--- config.mk ---
export PLATFORM = sky130hd
export DESIGN_NAME = icache_ctrl_flat
export DESIGN_NICKNAME = d
export VERILOG_FILES = /design/src/rtl/icache_pkg.sv /design/src/rtl/icache_if.sv /design/src/rtl/icache_line_array.sv /design/src/rtl/icache_ctrl.sv /design/src/flat_wrapper.sv
export SDC_FILE = /design/constraint.sdc
export NUM_CORES = 1
export LEC_CHECK = 0
export ABC_CLOCK_PERIOD_IN_PS = 18800
export BUFFER_PORTS_ARGS = -buffer_cell sky130_fd_sc_hd__buf_2
export CORE_ASPECT_RATIO = 1.5
export CORE_MARGIN = 2
export CORE_UTILIZATION = 60
export DETAILED_ROUTE_END_ITERATION = 16
export GPL_ROUTABILITY_DRIVEN = 0
export MAX_ROUTING_LAYER = met4
export PLACE_DENSITY_LB_ADDON = 0.25
export SLEW_MARGIN = 10
export SYNTH_ARGS = -nofsm -noshare
export SYNTH_HDL_FRONTEND = slang
export SYNTH_SLANG_ARGS = --single-unit
--- constraint.sdc ---
create_clock -name clock -period 18.8 [get_ports clock]
set_input_delay 0.94 -clock clock [delete_from_list [all_inputs] [get_ports clock]]
set_output_delay 0.94 -clock clock [all_outputs]
set_load 0.005 [all_outputs]
--- src/rtl/icache_pkg.sv ---
// Shared definitions for the direct-mapped instruction cache:
// controller state encoding, line geometry and the address-field helper.
package icache_pkg;

  typedef enum logic [1:0] {
    IDLE,
    MEM_REQ,
    MEM_WAIT,
    FILL
  } state_e;

  localparam int LINE_BYTES = 16;
  localparam int OFFSET_W   = 4;
  localparam int MEM_ADDR_W = 28;

  // Fields of a CPU byte address. Index and tag are returned right-aligned
  // at full width; callers keep only the low IDX_W / TAG_W bits.
  typedef struct packed {
    logic [31:0] tag;
    logic [31:0] index;
    logic [1:0]  word;
  } addr_fields_t;

  function automatic addr_fields_t split_addr(input logic [31:0] addr,
                                              input int          idx_w);
    addr_fields_t f;
    f.word  = addr[3:2];
    f.index = (addr >> OFFSET_W) & ((32'd1 << idx_w) - 32'd1);
    f.tag   = addr >> (OFFSET_W + idx_w);
    return f;
  endfunction

endpackage

--- src/rtl/icache_if.sv ---
// Bus bundle for icache_ctrl: CPU fetch port plus the block-read port
// towards instruction memory. "slave" is the cache's view, "master" the
// view of the surrounding CPU/memory environment.
interface icache_if #(
  parameter int ADDR_W = 32
);
  import icache_pkg::*;

  logic                  read;
  logic [ADDR_W-1:0]     address;
  logic [31:0]           instruction;
  logic                  busywait;
  logic                  mem_read;
  logic [MEM_ADDR_W-1:0] mem_address;
  logic [127:0]          mem_readdata;
  logic                  mem_busywait;

  modport slave (
    input  read, address, mem_readdata, mem_busywait,
    output instruction, busywait, mem_read, mem_address
  );

  modport master (
    output read, address, mem_readdata, mem_busywait,
    input  instruction, busywait, mem_read, mem_address
  );

endinterface

--- src/rtl/icache_line_array.sv ---
// Line storage for the instruction cache: valid bits (async cleared),
// tags and 128-bit data, one write port and one combinational read port.
module icache_line_array #(
  parameter int NUM_LINES = 8,
  parameter int IDX_W     = 3,
  parameter int TAG_W     = 25
) (
  input  logic             clock,
  input  logic             reset,
  input  logic             wr_en_i,
  input  logic [IDX_W-1:0] wr_idx_i,
  input  logic [TAG_W-1:0] wr_tag_i,
  input  logic [127:0]     wr_data_i,
  input  logic [IDX_W-1:0] rd_idx_i,
  output logic             rd_valid_o,
  output logic [TAG_W-1:0] rd_tag_o,
  output logic [127:0]     rd_data_o
);

  logic [NUM_LINES-1:0] valid_q;
  logic [TAG_W-1:0]     tag_q  [NUM_LINES];
  logic [127:0]         data_q [NUM_LINES];

  // Valid bits: cleared on reset, set when a line is filled.
  // NOTE: sequential state uses non-blocking (<=) so every flop samples
  // pre-edge values regardless of process evaluation order.
  always_ff @(posedge clock or posedge reset) begin
    if (reset) begin
      valid_q <= '0;
    end else if (wr_en_i) begin
      valid_q[wr_idx_i] <= 1'b1;
    end
  end

  // Tag and data payload for the line being filled.
  // NOTE: storage arrays carry no reset; valid_q alone decides whether their
  // contents mean anything, and leaving them unreset keeps them RAM-mappable.
  always_ff @(posedge clock) begin
    if (wr_en_i) begin
      tag_q[wr_idx_i]  <= wr_tag_i;
      data_q[wr_idx_i] <= wr_data_i;
    end
  end

  assign rd_valid_o = valid_q[rd_idx_i];
  assign rd_tag_o   = tag_q[rd_idx_i];
  assign rd_data_o  = data_q[rd_idx_i];

endmodule

--- src/rtl/icache_ctrl.sv ---
// Direct-mapped, read-only instruction cache controller. Hits return the
// addressed word combinationally; misses run a block read
// (MEM_REQ -> MEM_WAIT -> FILL) and the fetch hits the cycle after FILL.
// Optional build macro ICACHE_PERF_CNT_EN adds hit_count/miss_count ports.
module icache_ctrl
  import icache_pkg::*;
#(
  parameter int NUM_LINES = 8,
  parameter int ADDR_W    = 32
) (
  input  logic        clock,
  input  logic        reset,
  icache_if.slave     bus
`ifdef ICACHE_PERF_CNT_EN
  ,
  output logic [31:0] hit_count,
  output logic [31:0] miss_count
`endif
);

  localparam int IDX_W = $clog2(NUM_LINES);
  localparam int TAG_W = ADDR_W - OFFSET_W - IDX_W;

  state_e                state_q, state_d;
  logic [MEM_ADDR_W-1:0] mem_address_q, mem_address_d;

  addr_fields_t     fields;
  logic [IDX_W-1:0] cur_idx;
  logic [TAG_W-1:0] cur_tag;
  logic             line_valid;
  logic [TAG_W-1:0] line_tag;
  logic [127:0]     line_data;
  logic [31:0]      line_word;
  logic             hit;
  logic             unused_bits;

  assign fields      = split_addr(32'(bus.address), IDX_W);
  assign cur_idx     = fields.index[IDX_W-1:0];
  assign cur_tag     = fields.tag[TAG_W-1:0];
  assign unused_bits = ^{fields.tag[31:TAG_W], fields.index[31:IDX_W],
                         bus.address[1:0]};

  // The pending fill targets the registered block address, so the CPU may
  // change or drop its request mid-miss without redirecting the fill.
  icache_line_array #(
    .NUM_LINES (NUM_LINES),
    .IDX_W     (IDX_W),
    .TAG_W     (TAG_W)
  ) u_lines (
    .clock      (clock),
    .reset      (reset),
    .wr_en_i    (state_q == FILL),
    .wr_idx_i   (mem_address_q[IDX_W-1:0]),
    .wr_tag_i   (mem_address_q[IDX_W +: TAG_W]),
    .wr_data_i  (bus.mem_readdata),
    .rd_idx_i   (cur_idx),
    .rd_valid_o (line_valid),
    .rd_tag_o   (line_tag),
    .rd_data_o  (line_data)
  );

  assign hit       = line_valid && (line_tag == cur_tag);
  assign line_word = line_data[{fields.word, 5'b0} +: 32];

  // State and block-address registers; reset aborts any fill in flight.
  always_ff @(posedge clock or posedge reset) begin
    if (reset) begin
      state_q       <= IDLE;
      mem_address_q <= '0;
    end else begin
      state_q       <= state_d;
      mem_address_q <= mem_address_d;
    end
  end

  // Next-state logic; the block address is captured only when a miss starts.
  // NOTE: every always_comb output gets a default first so no path can
  // leave it unassigned and infer a latch.
  always_comb begin
    state_d       = state_q;
    mem_address_d = mem_address_q;
    unique case (state_q)
      IDLE: begin
        if (bus.read && !hit) begin
          state_d       = MEM_REQ;
          mem_address_d = bus.address[OFFSET_W +: MEM_ADDR_W];
        end
      end
      // Low mem_busywait here is the memory's idle report from before it
      // sampled the request, so only a rising busywait advances.
      MEM_REQ:  if (bus.mem_busywait)  state_d = MEM_WAIT;
      MEM_WAIT: if (!bus.mem_busywait) state_d = FILL;
      FILL:     state_d = IDLE;
      default:  state_d = IDLE;
    endcase
  end

  // CPU and memory handshake outputs decoded from the current state.
  always_comb begin
    bus.busywait    = 1'b1;
    bus.instruction = '0;
    bus.mem_read    = 1'b0;
    unique case (state_q)
      IDLE: begin
        bus.busywait    = bus.read && !hit;
        bus.instruction = hit ? line_word : 32'h0;
      end
      MEM_REQ, MEM_WAIT: bus.mem_read = 1'b1;
      default: ;
    endcase
  end

  assign bus.mem_address = mem_address_q;

`ifdef ICACHE_PERF_CNT_EN
  logic [31:0] hit_count_q, miss_count_q;

  // Hit/miss event counters; both wrap naturally at 2^32.
  always_ff @(posedge clock or posedge reset) begin
    if (reset) begin
      hit_count_q  <= '0;
      miss_count_q <= '0;
    end else if (state_q == IDLE && bus.read) begin
      if (hit) hit_count_q  <= hit_count_q + 32'd1;
      else     miss_count_q <= miss_count_q + 32'd1;
    end
  end

  assign hit_count  = hit_count_q;
  assign miss_count = miss_count_q;
`endif

endmodule

--- src/flat_wrapper.sv ---
// flat-port wrapper written by rule: the top's interface ports become plain ports
module icache_ctrl_flat import icache_pkg::*;
#(
  parameter int NUM_LINES = 8,
  parameter int ADDR_W    = 32
)
  (clock, reset, bus_read, bus_address, bus_mem_readdata, bus_mem_busywait, bus_instruction, bus_busywait, bus_mem_read, bus_mem_address);
  icache_if #(.ADDR_W(ADDR_W)) bus_i ();
  input  logic clock;
  input  logic reset;
  input wire logic [$bits(bus_i.read)-1:0] bus_read;
  input wire logic [$bits(bus_i.address)-1:0] bus_address;
  input wire logic [$bits(bus_i.mem_readdata)-1:0] bus_mem_readdata;
  input wire logic [$bits(bus_i.mem_busywait)-1:0] bus_mem_busywait;
  output wire logic [$bits(bus_i.instruction)-1:0] bus_instruction;
  output wire logic [$bits(bus_i.busywait)-1:0] bus_busywait;
  output wire logic [$bits(bus_i.mem_read)-1:0] bus_mem_read;
  output wire logic [$bits(bus_i.mem_address)-1:0] bus_mem_address;
  assign bus_i.read = bus_read;
  assign bus_i.address = bus_address;
  assign bus_i.mem_readdata = bus_mem_readdata;
  assign bus_i.mem_busywait = bus_mem_busywait;
  assign bus_instruction = bus_i.instruction;
  assign bus_busywait = bus_i.busywait;
  assign bus_mem_read = bus_i.mem_read;
  assign bus_mem_address = bus_i.mem_address;
  icache_ctrl #(.NUM_LINES(NUM_LINES), .ADDR_W(ADDR_W)) u_core (.clock(clock), .reset(reset), .bus(bus_i));
endmodule
# Word-level counts from Yosys, hierarchy flattened
# Memories as Yosys holds them, arrays and structs flattened.
# Index checks and enable logic that the tools add are counted.
# word_totals
in_bits	164
mem_bits_rw	1224
out_inout_bits	62
mem_count	2
word_cells	39
reg_bits	38
# op_classes
magnitude_cmp	3
n_mux	14
shift	1
bitwise_logic	1
n_reduce_logical	8
n_eq_ne	7
# mem_list
memory	words	word_bits	rd	rd_ports_with_merged_regs	write_ports	line_no	source
u_core.u_lines.data_q	8	128	1	0	1	icache_line_array.sv:22	logic [127:0] data_q [NUM_LINES];
u_core.u_lines.tag_q	8	25	1	0	1	icache_line_array.sv:21	logic [TAG_W-1:0] tag_q [NUM_LINES];
# op_table
operator	count
variable part select 128 x 8 -> 32 bit	1
two-way mux 32 bit	2
== test 25 bit	1
less-than comparator 3 x 4 -> 1 bit, second input constant	2
bitwise OR 8 bit	1
one-hot mux 2 bit (4 select lines)	1
two-way mux 1 bit	6
two-way mux 2 bit	3
== test 2 bit, second input constant	2
!= test 2 bit, second input constant	2
binary-select mux 1 bit (select 3 bit)	1
demux 1 bit (select 3 bit)	1
>= comparator 3 x 1 -> 1 bit, second input constant	1
logical AND 1 bit	3
AND reduction 3 bit	1
== test 2 x 1 -> 1 bit, second input constant	1
logical NOT 2 bit	1
!= test 2 x 1 -> 1 bit, second input constant	1
AND reduction 2 bit	1
OR reduction 2 bit	1
logical NOT 1 bit	1

# Depth between registers and ports, before layout
# logic_depth
ltp_word	7
depth_mapped	12
ltp_nobuf	8

# Hierarchy
# From an unflattened synthesis, not the netlist that was laid out.
# hier_totals
cells_unflattened	2016
hier_area_um2	49002.0
# modules_own_cells
mod	cells_each	seq_area_each_um2	instances	area_per_inst_um2
icache_line_array	1804	36955.4	1	46259.4
icache_ctrl	212	750.7	1	2742.6

# Worst setup path after synthesis
# OpenSTA, ideal clock, no wires.
# synth_timing
path_kind	register to register
startpoint	register u_core.state_q[0]
endpoint	register u_core.u_lines.valid_q[0]
setup_ns	0.131
setup_slack_ns	6.732
path_buffers	0
synth_period_minus_slack_ns	12.068
t_required_ns	18.669
stages_incl_launch_ff	5
arrival_time_ns	11.936
cell_sequence	dfrtp_1 > ha_1 > nand2b_1 > nor3_1 > or2_2
# synth_via
elab_chain_cells	1
# synth_lines
item	line_no	source
from (decl)	icache_ctrl.sv:24	state_e state_q, state_d;
from (signal assigned)	icache_ctrl.sv:71	state_q <= state_d;
== test 2 bit	icache_ctrl.sv:52	.wr_en_i (state_q == FILL),
to (signal assigned)	icache_line_array.sv:29	valid_q <= '0;
to (signal, indexed assignment)	icache_line_array.sv:31	valid_q[wr_idx_i] <= 1'b1;
to (decl)	icache_line_array.sv:20	logic [NUM_LINES-1:0] valid_q;
# Every way passes these cells.
# A chain may end at the register's enable or synchronous reset.

# Worst setup path after layout
# layout_timing
startpoint	input bus_address[5]
endpoint	output bus_instruction[4]
# layout_via
elab_chain_cells	5
elab_cells_between_ends	9
classes_between	eq/ne (1); shift (1); mux (4); reduce/logical (1); memory (2)
# layout_lines
item	line_no	source
from (decl)	flat_wrapper.sv:12	input wire logic [$bits(bus_i.address)-1:0] bus_address;
parallel branches: the longest is 3 deep, another holds memory (8 x 128 bit)	-	
two-way mux 32 bit *	icache_ctrl.sv:106	bus.instruction = hit ? line_word : 32'h0;
two-way mux 32 bit *	icache_ctrl.sv:103	unique case (state_q)
to (decl)	flat_wrapper.sv:15	output wire logic [$bits(bus_i.instruction)-1:0] bus_instruction;
# Every way passes the cells marked *. The select of a mux whose other input is x is not followed.

==> out/metrics.cfg <==
[sta]
slew_viol_final=0
finalSetupViolCount=0
upper_clock_frequency_limit_ghz=0.150
setup_total_negative_slack_ps=0
finalCriticalPeriod_ps=6660
slew_headroom_pct=23.1
fin_skew_ps=23.9
grt_setup_unrepaired=false
timing.hold.ws_ps=395
worst_pin_slew_ps=1150
timing_hold_violations_final=0
fin_crit_sh_pct=35.4

[worst_setup_path]
cp_num_buf_inv=3
crit_path_max_fanout=137
cpPeakStageDelay_ps=1220
crit_path_cell_trace=buf_8 > buf_12 > mux4_2 > mux2i_1 > xor2_1 > o2111ai_1 > or4_1 > or4_2 > nor2_1 > buf_2
worst-endpoint-required_ps=17860
timing.critical_path.from_type=input port
critical_path_arrival_ps=5720
worst_path_dominant_cell_family=simple AND/OR/NAND/NOR gates
critPathSlowestCell=or4_2
r2r_slack_ps=14850
worst_setup_path_end_kind=output pin
critical_setup_path_class=input port to output pin

[hold_path]
hp-class=input port to asynchronous set/reset pin

[place]
port_buffers=223
dp_hpwl_um=51000

[layout]
utilization_pct=67.7
synthToLayoutAreaGrowth_pct=11.9
drive_above_1_share_pct=33.1
layout.nets=2433

[synthesis]
postSynth.asyncResetShare_pct=3.01
synth.net_count=2165
synthesis.area_per_instance_sq_um=24.2
ys_types=43
synthesized_cell_area_sq_mm=0.0483
synth.top_cell.area_share_pct=76.1
synth_area_leader_cell=edfxtp_1
synth.top_cells.by_area=edfxtp_1 76%, mux4_2 16%, dfrtp_1 2.0%
post_syn_instances=1997
synth-main-ff-cell=edfxtp_1
postSynthRegisterBits=1262
yosys_warning_total=0
synth_sequential_area_ratio_pct=78.1
post_synth_edffs=1224

[clocking]
cts_tree=yes
cts_htree_levels=3
clock_path_buffers=3
number_of_buffers_added_by_the_clock_tree_synthesis_step=110
clock_insertion_delay_worst_skew_ps=700
hold_buffers=0
total_setup_buffers_inserted_after_cts=0
clock_sinks=1262
clk_pin_slew_ps=60
cell_at_the_root_of_the_clock_tree=clkbuf_16
cts-resized-gates=0

[floorplanning]
dieWidth_um=236
core_area_sq_mm=0.0798
fp.dieArea_sq_mm=0.0828
boundaryPins=226
start_util_pct=60.5
chipHeight_um=351
row_count=127

[power_and_ir_drop]
ir_drop_uv=86.3
power_per_cell_area_mw_per_mm2=117
total_power_mw=6.33
power_leakage_nw=17.5

[routing]
route.detailed.vias_per_inst=6.36
wl_per_cell_um=28.8
wl_um=98200
route.antenna.remaining_nets=0
dr.first_iter.drc_count=2008
via_count=21700
drc_errors=0
drt_pass1_iterations=5

[global_routing]
grt_remaining_overflow=0
first_global_vias=23000
grt_antenna_before_repair=31
first_pass_grt_wire_length_um=147000
global_route.usage.total_pct=25.1
grt_max_degree=138

[run_status]
run_status=finished, final reports clean

[flow_run]
max-cap-violations=0

path summary, 6_finish.rpt:
kind                       depth (start not counted)                                  start                                endpoint
max reg2reg                                        6          u_core.state_q[0]$_DFFE_PP0P_  u_core.u_lines.data_q[0][91]$_DFFE_PP_
max in group asynchronous                          3                                  reset   u_core.bus.mem_address[4]$_DFFE_PP0P_
min                                                3                                  reset  u_core.bus.mem_address[23]$_DFFE_PP0P_
min reg2reg                                        1  u_core.u_lines.valid_q[6]$_DFFE_PP0P_   u_core.u_lines.valid_q[6]$_DFFE_PP0P_
max                                               10                         bus_address[5]                      bus_instruction[4]
min in group clock                                 1  u_core.u_lines.valid_q[6]$_DFFE_PP0P_   u_core.u_lines.valid_q[6]$_DFFE_PP0P_
final cells by class:
class / count / area [sq um]
sequential: 1262 / 37700
fill: 4915 / 25700
multi-input combinational: 634 / 10200
clock buffer: 137 / 2910
timing repair buffer: 252 / 1450
tap: 1032 / 1290
clock inverter: 59 / 415
antenna: 25 / 62.6
inverter: 5 / 18.8
routing by layer:
layer	part of all wire, %	routed length [um]	track usage [%]	vias up
li1	-	-	-	9124
met1	40	39500	33.3	11600
met2	50	49500	40.1	773
met3	7.0	6840	4.84	152
met4	2.5	2460	8.01	0
met5	0	0	-	-
tightest hold or removal path, cell delays in order:
cell	delay, ps
buf_2	100
inv_1	40
buf_4	450
flip-flops by register name, indices dropped and copies added, names as in the netlist:
| name | flops |
|---|---|
| u_core.u_lines.data_q | 1024 |
| u_core.u_lines.tag_q | 200 |
| u_core.bus.mem_address | 28 |
| u_core.u_lines.valid_q | 8 |
| u_core.state_q | 2 |
cell usage in the layout, fill, tap and decap left out, types with 3 or more instances in the layout:
cell type / Yosys / final
nor2_4: 0 / 6
diode_2: 0 / 25
a22o_1: 8 / 8
clkbuf_1: 36 / 21
mux2_1: 20 / 20
nand2_1: 13 / 13
mux2_2: 9 / 9
ha_1: 4 / 4
nor2b_1: 6 / 6
xor2_1: 12 / 12
buf_2: 42 / 219
xnor2_1: 8 / 8
mux2i_1: 95 / 95
or3_1: 5 / 5
mux4_2: 346 / 346
nand3_1: 3 / 3
inv_1: 5 / 5
buf_4: 2 / 23
and2_1: 4 / 4
dfrtp_1: 38 / 38
clkinv_8: 0 / 3
clkinv_2: 0 / 20
nor2_1: 42 / 36
o21ai_0: 5 / 5
bufinv_16: 0 / 3
edfxtp_1: 1224 / 1224
clkinv_1: 0 / 24
clkbuf_16: 0 / 110
inv_6: 0 / 4
buf_12: 0 / 7
clkbuf_8: 0 / 6
nand2b_1: 4 / 4
a22oi_1: 17 / 17
or2_2: 8 / 8
clkinvlp_4: 0 / 3
nand4_1: 4 / 4
Yosys cell counts, types with 2 or more instances:
cell type / count
and2_1: 4
nand2_1: 13
nand2b_1: 4
a22oi_1: 17
mux4_2: 346
xnor2_1: 8
buf_1: 12
clkbuf_1: 36
or3_1: 5
nand4_1: 4
nand3_1: 3
buf_4: 2
buf_2: 42
and3_1: 2
buf_6: 4
mux2_2: 9
inv_1: 5
or4_1: 2
nor2_1: 42
ha_1: 4
a22o_1: 8
xor2_1: 12
o2111ai_1: 2
mux2_1: 20
or2_2: 8
nor3_1: 3
nor2b_1: 6
mux2i_1: 95
edfxtp_1: 1224
dfrtp_1: 38
o21ai_0: 5
cell families (layout without fill, tap and decap cells):
logic type	after synthesis	count (layout)	synth area share, %
compound gates	40	40	0.656
xor+xnor	20	20	0.363
fa+ha+maj	4	4	0.104
buf+inv	101	453	0.972
flops	1262	1262	78.1
mux	471	471	18.8
other cells	0	25	0
simple gates	99	99	1.01
power by group:
part	leakage [nW]	switching [mW]	internal [mW]	total, mW
Sequential	11.5	0.134	3.45	3.59
Clock	1.64	0.971	1.14	2.11
Combinational	4.42	0.379	0.257	0.636
stage by stage:
step                      worst slack (ps)  std cells  area, sq um
after global placement               12100       3185        50600
after detailed placement             12060       3185        50600
final                                12140       3406        54000
after floorplan                       6730       1997        48300
after CTS                            12050       3381        54000
after global routing                 11860       3405        54000
Note: power is estimated with default switching activity, not from simulation.
